`config.mk`:
```
export PLATFORM = sky130hd
export DESIGN_NAME = btb_assoc
export DESIGN_NICKNAME = d
export VERILOG_FILES = /design/src/rtl/btb_assoc.sv
export SDC_FILE = /design/constraint.sdc
export NUM_CORES = 2
export LEC_CHECK = 0
export CAP_MARGIN = 25
export CORE_MARGIN = 4
export CORE_UTILIZATION = 30
export DETAILED_ROUTE_END_ITERATION = 8
export GPL_TIMING_DRIVEN = 0
export PLACE_DENSITY = 0.41
export SLEW_MARGIN = 20
export SYNTH_ARGS = -nofsm -noshare
export SYNTH_HDL_FRONTEND = slang
export SYNTH_SLANG_ARGS = --single-unit
```
`constraint.sdc`:
```
create_clock -name clk_i -period 13.6 [get_ports clk_i]
set_clock_uncertainty 0.1 [all_clocks]
set_input_delay 1.36 -clock clk_i [delete_from_list [all_inputs] [get_ports clk_i]]
set_output_delay 1.36 -clock clk_i [all_outputs]
set_load 0.02 [all_outputs]
```
`src/rtl/btb_assoc.sv`:
```
// btb_assoc: set-associative branch target buffer with flush sweep.
//
// Lookup is purely combinational from the registered table: hit_o/target_o
// reflect pc_i against the state as of the last clock edge. A resolution on
// res_i (valid_i) updates, allocates or deletes one way of the indexed set.
// flush_i starts a sweep that clears one set per cycle; busy_o is high while
// it runs, and lookups and updates are suppressed during the sweep.
//
// Ports:
//   clk_i        clock, rising edge
//   rst_n_i      asynchronous active-low reset
//   flush_i      invalidate the whole table (sweep of SETS cycles)
//   pc_i         lookup address
//   valid_i      res_i carries a resolved branch this cycle
//   del_entry_i  with valid_i: delete the entry for res_i.pc
//   res_i        resolved branch {pc, target}
//   hit_o        lookup of pc_i hits
//   target_o     predicted target[XLEN-1:OFFSET], 0 on miss
//   busy_o       flush sweep in progress
//
// Build option: define BTB_PLRU_EN for tree pseudo-LRU replacement (touched
// on lookup hits and writes); otherwise a per-set round-robin pointer.

localparam int unsigned XLEN     = 32;
localparam int unsigned OFFSET   = 2;
localparam int unsigned BTB_BITS = 4;

typedef struct packed {
  logic [XLEN-1:0] pc;
  logic [XLEN-1:0] target;
} resolution_t;

module btb_assoc #(
  parameter int unsigned SET_BITS = BTB_BITS,
  parameter int unsigned WAYS     = 2
) (
  input  logic                   clk_i,
  input  logic                   rst_n_i,
  input  logic                   flush_i,
  input  logic [XLEN-1:0]        pc_i,
  input  logic                   valid_i,
  input  logic                   del_entry_i,
  input  resolution_t            res_i,
  output logic                   hit_o,
  output logic [XLEN-OFFSET-1:0] target_o,
  output logic                   busy_o
);

  localparam int unsigned SETS     = 1 << SET_BITS;
  localparam int unsigned WAY_BITS = (WAYS > 1) ? $clog2(WAYS) : 1;
  localparam int unsigned TAG_W    = XLEN - SET_BITS - OFFSET;
  localparam int unsigned TGT_W    = XLEN - OFFSET;

  localparam logic [0:0] ST_IDLE  = 1'b0;
  localparam logic [0:0] ST_FLUSH = 1'b1;

  logic [0:0]          state_q, state_d;
  logic [SET_BITS-1:0] cnt_q, cnt_d;
  logic [WAYS-1:0]     valid_q [SETS];
  logic [WAYS-1:0]     valid_d [SETS];
  logic [TAG_W-1:0]    tag_q   [SETS][WAYS];
  logic [TAG_W-1:0]    tag_d   [SETS][WAYS];
  logic [TGT_W-1:0]    tgt_q   [SETS][WAYS];
  logic [TGT_W-1:0]    tgt_d   [SETS][WAYS];

`ifdef BTB_PLRU_EN
  localparam int unsigned PLRU_W = (WAYS > 1) ? WAYS - 1 : 1;
  logic [PLRU_W-1:0] plru_q [SETS];
  logic [PLRU_W-1:0] plru_d [SETS];

  // Heap-ordered tree: node n has children 2n and 2n+1, bit n-1 points to
  // the subtree to evict next (0 = left, 1 = right).
  function automatic logic [WAY_BITS-1:0] plru_victim(input logic [PLRU_W-1:0] bits);
    int unsigned node;
    node = 1;
    for (int unsigned l = 0; l < WAY_BITS; l++) begin
      node = 2 * node + 32'(bits[node-1]);
    end
    return (WAYS > 1) ? WAY_BITS'(node - WAYS) : '0;
  endfunction

  // Point every node on the path away from the touched way.
  function automatic logic [PLRU_W-1:0] plru_touch(input logic [PLRU_W-1:0] bits,
                                                   input logic [WAY_BITS-1:0] way);
    logic [PLRU_W-1:0] r;
    int unsigned       node;
    r    = bits;
    node = WAYS + 32'(way);
    if (WAYS > 1) begin
      for (int unsigned l = 0; l < WAY_BITS; l++) begin
        r[(node >> 1) - 1] = ~node[0];
        node = node >> 1;
      end
    end
    return r;
  endfunction
`else
  logic [WAY_BITS-1:0] rr_q [SETS];
  logic [WAY_BITS-1:0] rr_d [SETS];
`endif

  // Lookup path
  logic [SET_BITS-1:0] l_idx;
  logic [TAG_W-1:0]    l_tag;
  logic [WAYS-1:0]     l_match;
  logic [TGT_W-1:0]    l_tgt;
  logic [WAY_BITS-1:0] l_way;
  logic                l_hit;

  assign l_idx = pc_i[SET_BITS+OFFSET-1:OFFSET];
  assign l_tag = pc_i[XLEN-1:SET_BITS+OFFSET];

  always_comb begin
    l_match = '0;
    l_tgt   = '0;
    l_way   = '0;
    for (int w = WAYS - 1; w >= 0; w--) begin
      l_match[w] = valid_q[l_idx][w] && (tag_q[l_idx][w] == l_tag);
      if (l_match[w]) begin
        l_tgt = l_tgt | tgt_q[l_idx][w];
        l_way = WAY_BITS'(w);
      end
    end
  end

  assign l_hit    = (state_q == ST_IDLE) && ($countones(l_match) == 1);
  assign hit_o    = l_hit;
  assign target_o = l_hit ? l_tgt : '0;
  assign busy_o   = (state_q == ST_FLUSH);

  // Update path
  logic [SET_BITS-1:0] r_idx;
  logic [TAG_W-1:0]    r_tag;
  logic [WAYS-1:0]     r_match;
  logic [WAY_BITS-1:0] r_way, free_way, victim, wr_way;
  logic                has_free, upd_touch;

  assign r_idx = res_i.pc[SET_BITS+OFFSET-1:OFFSET];
  assign r_tag = res_i.pc[XLEN-1:SET_BITS+OFFSET];

  always_comb begin
    r_match  = '0;
    r_way    = '0;
    free_way = '0;
    has_free = 1'b0;
    for (int w = WAYS - 1; w >= 0; w--) begin
      r_match[w] = valid_q[r_idx][w] && (tag_q[r_idx][w] == r_tag);
      if (r_match[w]) r_way = WAY_BITS'(w);
      if (!valid_q[r_idx][w]) begin
        has_free = 1'b1;
        free_way = WAY_BITS'(w);
      end
    end
`ifdef BTB_PLRU_EN
    victim = plru_victim(plru_q[r_idx]);
`else
    victim = (WAYS > 1) ? rr_q[r_idx] : '0;
`endif
  end

  always_comb begin
    state_d   = state_q;
    cnt_d     = cnt_q;
    valid_d   = valid_q;
    tag_d     = tag_q;
    tgt_d     = tgt_q;
    wr_way    = '0;
    upd_touch = 1'b0;
`ifdef BTB_PLRU_EN
    plru_d = plru_q;
`else
    rr_d = rr_q;
`endif
    case (state_q)
      ST_IDLE: begin
        // Flush wins over a simultaneous update.
        if (flush_i) begin
          state_d = ST_FLUSH;
          cnt_d   = '0;
        end else if (valid_i) begin
          if (del_entry_i) begin
            if (|r_match) valid_d[r_idx][r_way] = 1'b0;
          end else begin
            wr_way = (|r_match) ? r_way : (has_free ? free_way : victim);
            valid_d[r_idx][wr_way] = 1'b1;
            tag_d[r_idx][wr_way]   = r_tag;
            tgt_d[r_idx][wr_way]   = res_i.target[XLEN-1:OFFSET];
            upd_touch              = 1'b1;
`ifndef BTB_PLRU_EN
            if (!(|r_match) && !has_free && (WAYS > 1)) rr_d[r_idx] = rr_q[r_idx] + 1'b1;
`endif
          end
        end
      end
      ST_FLUSH: begin
        valid_d[cnt_q] = '0;
`ifdef BTB_PLRU_EN
        plru_d[cnt_q] = '0;
`else
        rr_d[cnt_q] = '0;
`endif
        cnt_d = cnt_q + 1'b1;
        if (cnt_q == SET_BITS'(SETS - 1)) state_d = ST_IDLE;
      end
      default: state_d = ST_IDLE;
    endcase
`ifdef BTB_PLRU_EN
    // A write to the same set overrides the lookup touch.
    if (l_hit && !(upd_touch && (r_idx == l_idx))) begin
      plru_d[l_idx] = plru_touch(plru_q[l_idx], l_way);
    end
    if (upd_touch) plru_d[r_idx] = plru_touch(plru_q[r_idx], wr_way);
`endif
  end

  always_ff @(posedge clk_i or negedge rst_n_i) begin
    if (!rst_n_i) begin
      state_q <= ST_IDLE;
      cnt_q   <= '0;
      for (int s = 0; s < SETS; s++) begin
        valid_q[s] <= '0;
`ifdef BTB_PLRU_EN
        plru_q[s] <= '0;
`else
        rr_q[s] <= '0;
`endif
      end
    end else begin
      state_q <= state_d;
      cnt_q   <= cnt_d;
      valid_q <= valid_d;
`ifdef BTB_PLRU_EN
      plru_q <= plru_d;
`else
      rr_q <= rr_d;
`endif
    end
  end

  // Tags and targets are qualified by valid bits and need no reset.
  always_ff @(posedge clk_i) begin
    tag_q <= tag_d;
    tgt_q <= tgt_d;
  end

  logic unused_bits;
`ifdef BTB_PLRU_EN
  assign unused_bits = ^{pc_i[OFFSET-1:0], res_i.pc[OFFSET-1:0], res_i.target[OFFSET-1:0]};
`else
  assign unused_bits = ^{pc_i[OFFSET-1:0], res_i.pc[OFFSET-1:0], res_i.target[OFFSET-1:0],
                         l_way, upd_touch};
`endif

endmodule

```
# --- Word level (Yosys, flattened, before mapping) ---
# Index checks and enable logic that the tools add are counted.
op_classes:
  add_sub_neg: 3
  magnitude_cmp: 11
  eq_ne: 12
  muxes: 68
  bitwise_logic: 15
  reduce_logical: 17
ops:
  columns: ["operator", "n"]
  rows:
  - ["$bwmux W960", 1]
  - ["$bwmux W832", 1]
  - ["$bmux W52 S4", 2]
  - ["$mux W52", 5]
  - ["$bmux W60 S4", 1]
  - ["$demux W60 S4", 1]
  - ["$demux W52 S4", 1]
  - ["$mux W60", 3]
  - ["$mux W32", 4]
  - ["$mux W30", 4]
  - ["$eq A26 B26 Y1", 4]
  - ["$and A32 B32 Y32", 2]
  - ["$mux W16", 4]
  - ["$not A32 Y32", 2]
  - ["$pmux W32 S2", 1]
  - ["$or A32 B32 Y32", 1]
  - ["$pmux W16 S2", 1]
  - ["$demux W30 S1", 1]
  - ["$or A30 B30 Y30", 1]
  - ["$demux W26 S1", 1]
  - ["$mux W26", 1]
  - ["$demux W2 S4", 3]
  - ["$and A16 B16 Y16", 1]
  - ["$bmux W2 S4", 2]
  - ["other kinds (32)", 78]
word_totals:
  register_bits: 1845
  input_bits: 101

# --- Longest topological paths before layout ---
depth:
  ltp_word: 21
  mapped_depth: 18
  depth_no_buf: 10

# --- Worst setup path after synthesis ---
# OpenSTA, ideal clock, no wires.
synth_path:
  path_type: "input port to flip-flop"
  startpoint: "input res_i[34] (netlist name)"
  endpoint: "register tag_q[0] (netlist name) (enable)"
  arrival_time_ns: 6.608
  slack_ns: 6.422
  path_stages: 15
  n_path_buf: 6
  path_cell_list: "buf_6 -> buf_12 -> buf_12 -> buf_12 -> buf_12 -> mux4_1 -> mux2i_1 -> xor2_1 -> nand3_1 -> o22ai_1 -> or4b_1 -> o31ai_2 -> nand3b_2 -> buf_2 -> nor2_1"
synth_lines:
  columns: ["element", "line", "text"]
  rows:
  - ["from (decl)", "43", "input resolution_t res_i,"]
  - ["to (signal assigned)", "242", "tag_q <= tag_d;"]
  - ["to (decl)", "61", "logic [TAG_W-1:0] tag_q [SETS][WAYS];"]

# --- Worst setup path after layout ---
layout_path:
  startpoint: "input pc_i[4]"
  endpoint: "output target_o[14]"
layout_via:
  elab_chain_len: 10
  word_cells_on_any_way: 21
  classes_between: "add/sub: 1; eq/ne: 3; mux: 12; bitwise: 2; reduce/logical: 3"
layout_lines:
  columns: ["element", "line", "text"]
  rows:
  - ["from (decl)", "40", "input logic [XLEN-1:0] pc_i,"]
  - ["$not A4 Y5 (not written as such) (*)", "118, 120", null]
  - ["$bmux W52 S4", "118", "l_match[w] = valid_q[l_idx][w] && (tag_q[l_idx][w] == l_tag);"]
  - ["$mux W52 (not written as such) (2 in a row)", "118", null]
  - ["$eq A26 B26 Y1", "118", null]
  - ["$logic_and A1 B1 Y1", "118", null]
  - ["$add A1 B1 Y2 (not written as such) or $mux W30 (tied branches)", "126, 119", null]
  - ["$eq A2 B1 Y1 or $or A30 B30 Y30 (tied branches)", "126, 120", null]
  - ["$logic_and A1 B1 Y1 or $mux W30 (tied branches)", "126, 119", null]
  - ["$mux W30 (*)", "128", "assign target_o = l_hit ? l_tgt : '0;"]
  - ["to (decl)", "45", "output logic [XLEN-OFFSET-1:0] target_o,"]
# Mark *: on every way between the ends. The rest lies on a longest branch, timed or not. The select of a mux whose other input is x is not followed.

==> results.md <==
- Synth Register Bits: 1845
- Syn nets: 4102
- CTS buffer count: 219
- Post-synth EDFFs: 1792
- Area share of the largest cell type after synthesis: 0.665
- Crit path max-delay family: buffers and inverters
- Worst Setup Start Kind: primary input
- Vias in the first global route: 46800
- 1st-pass router iterations: 6
- Io pins: 133
- R2r worst-path depth: 15
- Period Utilization, post-route: 0.744
- Crit path largest cell delay: 0.76 ns
- Hold Vio Cnt, Final: 0
- Status: completed
- Clk sinks: 1845
- Vias: 46500
- Clk_lat worst skew: 0.89 ns
- Initial DRC Count: 5677
- Total Routed Length: 328000 um
- Period minus WS final: 10.12 ns
- Worst Path Buf+Inv: 5
- Global-route wire length before repair: 436000 um
- CTS root buf: clkbuf_16
- Core Region: 0.268 mm2
- PD cells: 133 mW/mm2
- Height of the die: 528 um
- Unique masters post-synth: 88
- Site Rows: 190
- I/O Buffers: 120
- Setup Crit Path Kind: in -> out
- Max Clock Freq: 98.8 MHz
- Critical path arrival: 8.66 ns
- Final instance area: 0.0978 mm2
- Share of cells above drive strength 1: 0.324
- Most common cell on crit path: clkbuf_1
- Slew HR: 0.192
- Placed cell area: 0.0913 mm2
- Post-Synthesis Cells: 3997
- CTS Buffer Depth: 4
- Hold Path Class: in -> async
- Largest net degree at the start of global routing: 40
- GRT overflow: 0
- RSZ-0062 raised after global routing: false
- Ys Warns: 0
- Remaining DRCs: 0
- Routability cong.: 0.898
- Maximum vdd ir drop: 105 uV
- R2r endpoint: tgt_q[659]
- Crit path max fanout: 10
- RR Startpoint: tag_q[811]
- Die ar.: 0.278 mm2
- Post-CTS Setup Inserts: 0
- Fill count: 24700
- Cts hold-fix bufs: 0
- Final setup viols: 0
- Wirelength per Cell: 39.7 um
- Crit end category: primary output
- Initial core utilization: 0.302
- Via/cell ratio: 5.63
- Async set-reset flop share out of synthesis: 0.0287
- Slew Limit Fails: 0
- CTS resizes: 0
- Avg Synthesized Cell Area: 20.3 um2
- Register-to-register setup slack: 7.49 ns
- Area Growth Syn to Fin: 20.7%
- Routed Antenna Nets: 0
- Post-synthesis sequential area ratio: 0.681
- Area contributors post-synth: edfxtp_1 66%, mux4_2 20%, mux2i_1 2.4%
- Post-Synthesis Cell Area: 0.0810 mm2
- Initial antenna violation count: 24
- CTS tree: done
- Max_cap viols: 0
- Worst Path Required: 12.14 ns
- LEAKAGE: 30.9 nW
- Worst-margin pin slew: 1.21 ns
- Area leader, netlist: edfxtp_1
- Max stage delay cell, worst path: nand4_1
- CP cell instances: clkbuf_1 > clkbuf_1 > buf_2 > mux4_2 > mux4_2 > xnor2_1 > nand3_1 > nor3_1 > nand4_1 > a21o_1 > clkbuf_1 > nand2b_1 > a21oi_1 > clkdlybuf4s50_1
- Die X: 528 um
- Dominant synthesized flop cell: edfxtp_1
- CTS H-tree depth: 4
- Final Core Density: 0.364
- GR Util All Layers: 0.232
- Final net count: 4656
- Hpwl dp: 231000 um
- CTS clk-pin slew, worst paths: 0.06 ns
-- how the worst max path moves through the flow --
stage | endpoint | cells past startpoint | start
2_1_floorplan | tag_q[0] | 15 | res_i[34]
3_3_place_gp | tag_q[447] | 15 | res_i[35]
3_5_place_dp | target_o[14] | 14 | pc_i[3]
4_1_cts | target_o[14] | 14 | pc_i[3]
5_1_grt | target_o[14] | 14 | pc_i[4]
6_report | target_o[14] | 14 | pc_i[4]
-- flip-flops by register name (all words and copies together) (netlist names) --
| signal | count |
|---|---|
| busy_o | 1 |
| cnt_q | 4 |
| rr_q | 16 |
| tag_q | 832 |
| tgt_q | 960 |
| valid_q | 32 |
-- cells in the mapped netlist (all sizes together), types with 6 or more instances --
master	count
a211o	7
a211oi	11
a21boi	16
a21oi	68
a221oi	21
a22oi	44
a31oi	15
and2	9
and3	21
buf	148
clkbuf	119
dfrtp	53
edfxtp	1792
inv	43
mux2	56
mux2i	197
mux4	708
nand2	86
nand2b	46
nand3	37
nand3b	6
nand4	50
nor2	84
nor2b	16
nor3	39
nor4	7
o211ai	9
o21ai	25
o221ai	11
o22a	7
o22ai	33
o32ai	10
or4	6
xnor2	80
xor2	37
-- cell families after synthesis --
family	Yosys count	share of synthesized area
simple gates	424	0.0271
buf+inv	312	0.0195
mux	961	0.229
xor+xnor	117	0.0127
compound gates	334	0.0299
fa+ha+maj	4	0.000618
flops	1845	0.681
-- power by group --
part           internal (W)  total, W  switching [W]  leakage, nW
Clock               0.00311   0.00548        0.00237         3.16
Combinational      0.000443   0.00127       0.000829         11.0
Sequential          0.00626   0.00629      0.0000210         16.8
Total               0.00982    0.0130        0.00322         30.9
-- layout by cell type, fill, tap and decap left out, types with 15 or more instances in the layout --
cell / instances
edfxtp_1: 1792
mux4_2: 702
clkbuf_16: 222
mux2i_1: 196
clkbuf_1: 138
buf_2: 134
buf_12: 108
nand2_1: 85
xnor2_1: 80
buf_16: 76
clkdlybuf4s50_1: 74
a21oi_1: 68
mux2_2: 56
dfrtp_1: 53
nor2_1: 51
clkinv_1: 51
nand4_1: 50
nand2b_1: 46
a22oi_1: 44
inv_1: 42
nand3_1: 37
xor2_1: 37
nor3_1: 36
buf_6: 34
clkinv_2: 34
o22ai_1: 33
nor2_4: 32
clkbuf_2: 31
buf_4: 27
and3_1: 21
o21ai_0: 20
a221oi_1: 18
nor2b_1: 16
buf_8: 16
a21boi_0: 16
a31oi_1: 15
-- layer usage --
layer | track usage | routed length (um)
met5 | 0 | 69
met4 | 0.0716 | 11500
met3 | 0.0387 | 21500
met2 | 0.369 | 153000
met1 | 0.325 | 141000
-- final cells by class --
type | count | area [um2] | share of cell area
sequential | 1845 | 55100 | 0.564
multi-input combinational | 1840 | 24500 | 0.251
clock buffer | 276 | 5800 | 0.0593
timing repair buffer | 333 | 5530 | 0.0566
tap | 3552 | 4440 | 0.0455
buffer | 267 | 1490 | 0.0153
clock inverter | 101 | 663 | 0.00678
inverter | 45 | 169 | 0.00173
antenna | 4 | 10.0 | 0.000102
-- through the flow --
stage                     hold WS [ns]  power (W)  instances  TNS [ns]  setup WS [ns]
after CTS                        0.212     0.0132       8250         0           3.47
after detailed placement         0.419    0.00767       7873         0           3.49
after global routing             0.248     0.0135       8261         0           3.37
after floorplan                  0.393    0.00705       3997         0           6.42
after global placement           0.415    0.00764       7669  -3655.69          -2.91
final                            0.263     0.0130       8263         0           3.48
No activity file was read; power rests on OpenSTA's default activity.
